File: src/rtl/game_pkg.sv
// game_pkg: shared state encoding and digit geometry for the guessing-game sequencer
package game_pkg;
  localparam int DIGIT_W = 4;
  localparam int NUM_DIGITS = 3;
  localparam logic [DIGIT_W-1:0] DIGIT_MAX = 4'd9;
  typedef enum logic [2:0] {
    SETUP,
    WAIT,
    CMP0,
    CMP1,
    CMP2,
    DONE,
    WIN,
    LOSE
  } state_t;
endpackage

File: src/rtl/entry_validator.sv
// entry_validator: flags a keypad entry whose digits are all decimal and pairwise distinct
module entry_validator
  import game_pkg::*;
(
  input  logic [DIGIT_W-1:0] i_d0,
  input  logic [DIGIT_W-1:0] i_d1,
  input  logic [DIGIT_W-1:0] i_d2,
  output logic               o_valid
);
  logic w_range, w_distinct;
  assign w_range    = (i_d0 <= DIGIT_MAX) && (i_d1 <= DIGIT_MAX) && (i_d2 <= DIGIT_MAX);
  assign w_distinct = (i_d0 != i_d1) && (i_d0 != i_d2) && (i_d1 != i_d2);
  assign o_valid    = w_range && w_distinct;
endmodule

File: src/rtl/game_sequencer.sv
// game_sequencer: latches the answer, scores each guess one digit per cycle, tracks tries and win/lose
module game_sequencer
  import game_pkg::*;
#(
  parameter int MAX_TRIES = 8
) (
  input  logic                 clk,
  input  logic                 reset,
  input  logic [DIGIT_W-1:0]   iNum1,
  input  logic [DIGIT_W-1:0]   iNum2,
  input  logic [DIGIT_W-1:0]   iNum3,
  input  logic                 iNumRdy,
  input  logic                 iNew,
  output logic                 oAnsSet,
  output logic [1:0]           oA,
  output logic [1:0]           oB,
  output logic                 oScoreVld,
  output logic                 oReject,
  output logic [3:0]           oTries,
  output logic                 oBusy,
  output logic                 oWin,
  output logic                 oLose
);
  localparam logic [3:0] TRY_LIM = 4'(MAX_TRIES);
  state_t r_state, w_next;
  logic r_rdy, w_evt, w_take, w_valid, w_a_hit, w_b_hit;
  logic [NUM_DIGITS-1:0][DIGIT_W-1:0] r_ans, r_guess, w_in;
  logic [1:0] r_acc_a, r_acc_b, w_idx;
  logic [3:0] w_tries_inc;
  assign w_in        = {iNum3, iNum2, iNum1};
  assign w_evt       = iNumRdy & ~r_rdy;
  assign w_take      = w_evt & ((r_state == SETUP) | (r_state == WAIT));
  assign w_idx       = (r_state == CMP1) ? 2'd1 : (r_state == CMP2) ? 2'd2 : 2'd0;
  assign w_tries_inc = (oTries == 4'hf) ? oTries : oTries + 4'd1;
  assign oBusy       = (r_state == CMP0) | (r_state == CMP1) | (r_state == CMP2) | (r_state == DONE);
  entry_validator u_val (
    .i_d0   (iNum1),
    .i_d1   (iNum2),
    .i_d2   (iNum3),
    .o_valid(w_valid)
  );
  // B only counts when the guessed digit sits at a different answer position
  always_comb begin
    w_a_hit = r_guess[w_idx] == r_ans[w_idx];
    w_b_hit = 1'b0;
    for (int j = 0; j < NUM_DIGITS; j++)
      if (j != int'(w_idx) && r_guess[w_idx] == r_ans[j]) w_b_hit = 1'b1;
  end
  always_comb begin
    w_next = r_state;
    case (r_state)
      SETUP:   w_next = (w_take && w_valid) ? WAIT : SETUP;
      WAIT:    w_next = (w_take && w_valid) ? CMP0 : WAIT;
      CMP0:    w_next = CMP1;
      CMP1:    w_next = CMP2;
      CMP2:    w_next = DONE;
      DONE:    w_next = (r_acc_a == 2'd3) ? WIN : (w_tries_inc == TRY_LIM) ? LOSE : WAIT;
      default: w_next = r_state;
    endcase
    if (iNew) w_next = SETUP;
  end
  always_ff @(posedge clk or negedge reset)
    if (!reset) r_state <= SETUP;
    else r_state <= w_next;
  always_ff @(posedge clk or negedge reset) begin
    if (!reset) begin
      r_rdy     <= 1'b0;
      r_ans     <= '0;
      r_guess   <= '0;
      r_acc_a   <= 2'd0;
      r_acc_b   <= 2'd0;
      oAnsSet   <= 1'b0;
      oA        <= 2'd0;
      oB        <= 2'd0;
      oScoreVld <= 1'b0;
      oReject   <= 1'b0;
      oTries    <= 4'd0;
      oWin      <= 1'b0;
      oLose     <= 1'b0;
    end else begin
      r_rdy     <= iNumRdy;
      oScoreVld <= 1'b0;
      oReject   <= 1'b0;
      if (iNew) begin
        r_ans   <= '0;
        r_guess <= '0;
        r_acc_a <= 2'd0;
        r_acc_b <= 2'd0;
        oAnsSet <= 1'b0;
        oA      <= 2'd0;
        oB      <= 2'd0;
        oTries  <= 4'd0;
        oWin    <= 1'b0;
        oLose   <= 1'b0;
      end else begin
        oWin  <= r_state == WIN;
        oLose <= r_state == LOSE;
        if (w_take && !w_valid) oReject <= 1'b1;
        if (w_take && w_valid && r_state == SETUP) begin
          r_ans   <= w_in;
          oAnsSet <= 1'b1;
        end
        if (w_take && w_valid && r_state == WAIT) begin
          r_guess <= w_in;
          r_acc_a <= 2'd0;
          r_acc_b <= 2'd0;
        end
        if (r_state == CMP0 || r_state == CMP1 || r_state == CMP2) begin
          r_acc_a <= r_acc_a + {1'b0, w_a_hit};
          r_acc_b <= r_acc_b + {1'b0, ~w_a_hit & w_b_hit};
        end
        if (r_state == DONE) begin
          oA        <= r_acc_a;
          oB        <= r_acc_b;
          oTries    <= w_tries_inc;
          oScoreVld <= 1'b1;
        end
      end
    end
  end
endmodule

File: config.mk
export PLATFORM = sky130hd
export DESIGN_NAME = game_sequencer
export DESIGN_NICKNAME = d
export VERILOG_FILES = /design/src/rtl/game_pkg.sv /design/src/rtl/entry_validator.sv /design/src/rtl/game_sequencer.sv
export SDC_FILE = /design/constraint.sdc
export NUM_CORES = 1
export LEC_CHECK = 0
export CAP_MARGIN = 10
export CORE_MARGIN = 2
export CORE_UTILIZATION = 45
export CTS_BUF_LIST = sky130_fd_sc_hd__clkbuf_4 sky130_fd_sc_hd__clkbuf_8 sky130_fd_sc_hd__clkbuf_16
export DETAILED_ROUTE_END_ITERATION = 10
export PLACE_DENSITY = 0.67
export SLEW_MARGIN = 10
export SYNTH_ARGS = -nofsm -noshare
export SYNTH_HDL_FRONTEND = slang
export SYNTH_SLANG_ARGS = --single-unit
File: constraint.sdc
create_clock -name clk -period 6.2 [get_ports clk]
set_clock_uncertainty 0.2 [all_clocks]
set_input_delay 1.24 -clock clk [delete_from_list [all_inputs] [get_ports clk]]
set_output_delay 1.24 -clock clk [all_outputs]
set_load 0.1 [all_outputs]
==> results of run 1 <==
stage by stage:
step,utilization (%),hold slack [ns],std cells,instance area [um^2]
2_1_floorplan,-,0.2737,221,2382
3_3_place_gp,52.77,0.2831,310,2695
3_5_place_dp,52.77,0.2870,310,2695
4_1_cts,55.02,0.3070,318,2810
5_1_grt,55.02,0.3414,318,2810
6_report,55.02,0.2975,318,2810
kinds of logic after synthesis:
kind of cell	count (synthesis)	share of synthesized area [%]
simple gates	69	16.75
buf+inv	13	3.151
flops	45	47.27
xor+xnor	28	10.29
fa+ha+maj	3	1.576
compound gates	60	19.69
mux	3	1.261
sequential cells by signal, summed over array words and instances (netlist names), 2 cells and up:
name	cells
oA	2
oB	2
r_state	3
r_guess	12
r_ans	12
r_acc_b	2
r_acc_a	2
oTries	4
cell usage after synthesis, types with 2 or more instances:
cell type	instances
nand2b_1	4
buf_2	3
buf_4	2
a21oi_1	7
nor2_2	4
o22ai_1	2
nor2_1	18
a31o_1	2
inv_1	2
nor3b_1	7
a211oi_1	2
o221a_2	5
a22o_1	24
nor3_2	2
nand4_1	4
nor3_1	4
nor4_1	3
mux2i_1	3
buf_6	2
o21ai_0	7
ha_1	3
clkbuf_1	3
a32o_1	2
dfrtp_1	45
nand2_1	14
xnor2_1	13
a31oi_1	2
nand3b_1	2
xor2_1	15
routing by layer:
layer	part of all wire [%]	vias to the layer above	track usage [%]	routed length, um
met2	44	50	29.04	2400
met4	1.1	0	6.182	57
met5	0	-	0	0
met3	5.2	6	4.000	281
li1	-	869	-	-
met1	49	884	30.86	2670
layout by cell type (no fill, tap or decap), types with 2 or more instances in the layout:
| cell | netlist | layout |
|---|---|---|
| o21ai_0 | 7 | 7 |
| nor4_1 | 3 | 3 |
| clkdlybuf4s50_1 | 0 | 28 |
| nor2_1 | 18 | 18 |
| nand4_1 | 4 | 4 |
| mux2i_1 | 3 | 3 |
| dfrtp_1 | 45 | 45 |
| nand2_1 | 14 | 14 |
| a21oi_1 | 7 | 7 |
| o221a_2 | 5 | 5 |
| nand2b_1 | 4 | 4 |
| clkbuf_8 | 0 | 5 |
| xor2_1 | 15 | 15 |
| a32o_1 | 2 | 2 |
| nor3_1 | 4 | 4 |
| nand3b_1 | 2 | 2 |
| a31oi_1 | 2 | 2 |
| inv_1 | 2 | 2 |
| ha_1 | 3 | 3 |
| a211oi_1 | 2 | 2 |
| xnor2_1 | 13 | 13 |
| nor3b_1 | 7 | 7 |
| a22o_1 | 24 | 24 |
| o22ai_1 | 2 | 2 |
| nor3_2 | 2 | 2 |
| nor2_2 | 4 | 4 |
| a31o_1 | 2 | 2 |
critical path, delay by kind of cell, from the launching register on:
kind | cells | cell delay, ns
flops | 1 | 0.82
xor+xnor | 1 | 0.24
buf+inv | 1 | 1.16
area by class of cell:
type	count	area, um^2
Fill cell	480	2297
Multi-Input combinational cell	163	1181
Sequential cell	45	1126
Timing Repair Buffer	30	292.8
Tap cell	70	87.58
Clock buffer	5	68.82
Clock inverter	3	46.29
Inverter	2	7.507
power breakdown:
group	leakage [uW]	total [uW]	internal, uW	switching (uW)
sequential	0.000624	315	301	14.5
clock	0.0000543	222	121	102
combinational	0.000496	165	66.4	98.5
final timing paths:
| check | startpoint | to | slack, ns | cells after the start |
|---|---|---|---|---|
| max in group asynchronous | reset | r_acc_a[0] | 4.30 | 1 |
| setup / recovery | r_state[1] | oBusy | 2.23 | 2 |
| hold reg to reg | oAnsSet | oAnsSet | 0.30 | 2 |
| setup reg to reg | r_state[1] | r_acc_b[0] | 2.81 | 10 |
| hold / removal | oAnsSet | oAnsSet | 0.30 | 2 |
| min in group asynchronous | reset | r_ans[1] | 0.89 | 1 |
==> impl_metrics.ini, run 1 <==
[outcome]
status = finished clean

[clocking]
cts_buffers = 5
cts_setup_buffers = 0
cts_sinks = 45
cts_tree = yes
worst_skew_pair.late_latency_ns = 0.30
clk_path_buf_depth = 2
cts-hold-fix-buffers = 0
cts_root_buffer = clkbuf_8
htreeDepth = 2
clkTransAtPathRegs_ns = 0.09
postCtsResizedCells = 0

[global_routing]
grt_start_max_net_pins = 46
grt_pass1_vias = 1747
antenna_found_initial = 0
grt_overflow = 0
grt_pass1_wl_um = 9315
grt_usage_pct = 20.27

[final_layout]
area_growth_pct = 17.96
drive_gt1_share_pct = 10.48
fin_nets = 266
num_antenna_cells = 0

[floorplan]
fp.dieW_um = 76.76
die_h_um = 76.76
die-area_um2 = 5892
coreArea_um2 = 5107
rows = 26
initial_core_util_pct = 46.64
io_pins = 30

[routing]
drc_errors = 0
ant_nets = 0
dr.pass1.iters = 6
dr.first_iter.drc_count = 150
vias = 1809
avgViaCountPerCell = 5.689
wl_um = 5411
wl_per_cell_um = 17.02

[logic_synthesis]
yosysSeqAreaShare_pct = 47.27
yosys.area.top_type = dfrtp_1
syn_nets = 240
ys_top_cells_by_area = dfrtp_1 47%, a22o_1 8.8%, xor2_1 5.5%
syn_area_um2 = 2382
async_flop_share_pct = 100.0
synth_edf_count = 0
synth_warnings = 0
synth_seq_cells = 45
synth-main-ff-cell = dfrtp_1
synth_top_area_share_pct = 47.27
syn_avg_cell_area_um2 = 10.78
synth.distinct_cells = 44
synth_cells = 221

[pwr]
cellLeakagePower_uw = 0.001175
ir_drop_v = 0.0001041
p_total_uw = 702.4
power-per-cell-area_nw_per_um2 = 250.0

[setup_path]
end_kind = output pin
path_cells = xor2_1 > clkdlybuf4s50_1
critPathKind = flop to output pin
arrival_ns = 2.53
crit_slowest_cell = clkdlybuf4s50_1
critPathRequiredTime_ns = 4.76
start_kind = flop
slowest_delay_ns = 1.16
crit_fanout = 24

[placed_design]
place_hpwl_um = 3825
place_congestion = 0.8568
io_buffers = 29
dp_slack_ns = 2.178

[sta]
finalCritPeriodShare_pct = 63.96
tightest_slew_ns = 0.9758
finalHoldViolCount = 0
slew-limit-headroom_pct = 34.74
timing.fmax_ghz = 0.2522
drv_slew = 0
layout_setup_ws_ns = 2.234
layout_min_cycle_time_ns = 3.966
rsz0062_at_grt = no
setup_viol = 0
fin_setup_tns_ns = 0

[flow_run]
maxCapViolCount = 0

[min_path]
min-delay-path-class = flop to flop
(Power assumes the default switching activity.)
==> run 2: changes to the inputs <==
Clock period 6.2 ns to 4.15 ns, I/O delays scaled along.
==> run 2 against run 1 <==
Effect of this change: worst hold slack gained 0.019 ns; clock power up 75%; highest routed layer unchanged; largest cell class unchanged; final cell count increased by 0.94%; critical path depth rose by 8.
==> impl_metrics.ini, run 2 (same netlist as run 1, synthesis figures left out) <==
[outcome]
status = finished clean

[setup_path]
critPathKind = flop to flop
start_kind = flop
r2r_setup_slack_ns = 0.77
rr_worst_depth = 10
crit_fanout = 15
end_kind = flop
arrival_ns = 3.36
critPathRequiredTime_ns = 4.14
r2r-end = r_acc_b[0]
cp-startpoint = r_state[0]
r2r-start = r_state[0]
crit_path_end = r_acc_b[0]

[pwr]
cellLeakagePower_uw = 0.001207
p_total_uw = 1109
power-per-cell-area_nw_per_um2 = 389.2
ir_drop_v = 0.0002362

[clocking]
cts-hold-fix-buffers = 0
cts_tree = yes
clk_path_buf_depth = 2
cts_sinks = 45
postCtsResizedCells = 0
clkTransAtPathRegs_ns = 0.08
cts_setup_buffers = 0
htreeDepth = 2
worst_skew_pair.late_latency_ns = 0.30
cts_buffers = 5
cts_root_buffer = clkbuf_8

[placed_design]
io_buffers = 29
place_hpwl_um = 3936
place_congestion = 0.8292
dp_slack_ns = 0.7813
placed_area_um2 = 2715

[routing]
vias = 1836
ant_nets = 0
avgViaCountPerCell = 5.720
wl_per_cell_um = 17.08
drc_errors = 0
wl_um = 5484
dr.pass1.iters = 4
dr.first_iter.drc_count = 157

[global_routing]
grt_pass1_wl_um = 9252
grt_overflow = 0
grt_pass1_vias = 1774
grt_usage_pct = 19.91
grt_start_max_net_pins = 46
antenna_found_initial = 0

[final_layout]
regArea_um2 = 1126
layout_commonest_cell = dfrtp_1
design_area_um2 = 2849
num_antenna_cells = 0
layout_common_cells = 45 x dfrtp_1, 27 x clkdlybuf4s50_1, 24 x a22o_1
fillers = 453
drive_gt1_share_pct = 11.95
fin_nets = 269
area_growth_pct = 19.59
largestRegisters = r_ans x12, r_guess x12, oTries x4
multiInputGateArea_um2 = 1181

[flow_run]
maxCapViolCount = 0

[sta]
finalHoldViolCount = 0
finalCritPeriodShare_pct = 81.40
setup_viol = 0
layout_setup_ws_ns = 0.7719
layout_min_cycle_time_ns = 3.378
tightest_slew_ns = 1.015
drv_slew = 0
fin_setup_tns_ns = 0
slew-limit-headroom_pct = 32.35
timing.fmax_ghz = 0.2960
rsz0062_at_grt = no

[floorplan]
fp.dieW_um = 76.76
coreArea_um2 = 5107
rows = 26
die-area_um2 = 5892
io_pins = 30
die_h_um = 76.76
initial_core_util_pct = 46.64

[min_path]
min-delay-path-class = flop to flop
run 2: cell types whose count changed in the layout (fill, tap and decap cells not counted):
cell             change
clkinv_4             -1
clkinvlp_4           -1
clkinv_2             +1
buf_4                +4
clkdlybuf4s50_1      -1
bufinv_16            +1
run 2: worst max-delay path, cell delays in order, from the launching register on:
cell and delay, ns:
dfrtp_1 0.64, nand2b_1 0.26, a21oi_2 0.35, o221a_2 0.30, xnor2_1 0.18, nand4_1 0.22
o32a_1 0.37, o221a_2 0.14, ha_1 0.27, nor3b_1 0.14, a31o_1 0.20
run 2: worst min-delay path by stage:
stage                     start           to  cells past startpoint
floorplan           r_guess[10]  r_guess[10]                      1
global placement    r_guess[11]  r_guess[11]                      1
detailed placement   r_guess[4]   r_guess[4]                      1
CTS                  r_guess[7]   r_guess[7]                      1
global route         r_guess[7]   r_guess[7]                      1
finish               r_guess[4]   r_guess[4]                      1
run 2: cell type report:
type	instances	share of cell area, %
clock buffers	5	2.415
clock inverters	3	2.284
inverters	2	0.2635
multi-input cells	163	41.46
flip-flops and latches	45	39.53
well taps	70	3.074
repair buffers	33	10.98
run 2: where the power goes:
part           total [uW]  internal, uW  switching (uW)
sequential            470           449            20.5
combinational         252           101             151
clock                 388           239             148
total                1110           789             320
run 2: through the flow:
stage / util [%] / cells / hold slack (ns)
floorplan: - / 221 / 0.2737
global placement: 53.16 / 313 / 0.2914
detailed placement: 53.16 / 313 / 0.2955
CTS: 55.78 / 321 / 0.3153
global route: 55.78 / 321 / 0.3240
finish: 55.78 / 321 / 0.3162
run 2: routing by layer:
layer,GRT usage [%],vias up,wire (um)
met1,29.32,892,2620
met5,0,-,0
met3,4.471,6,320
met2,28.95,64,2477
li1,-,874,-
met4,6.545,0,66
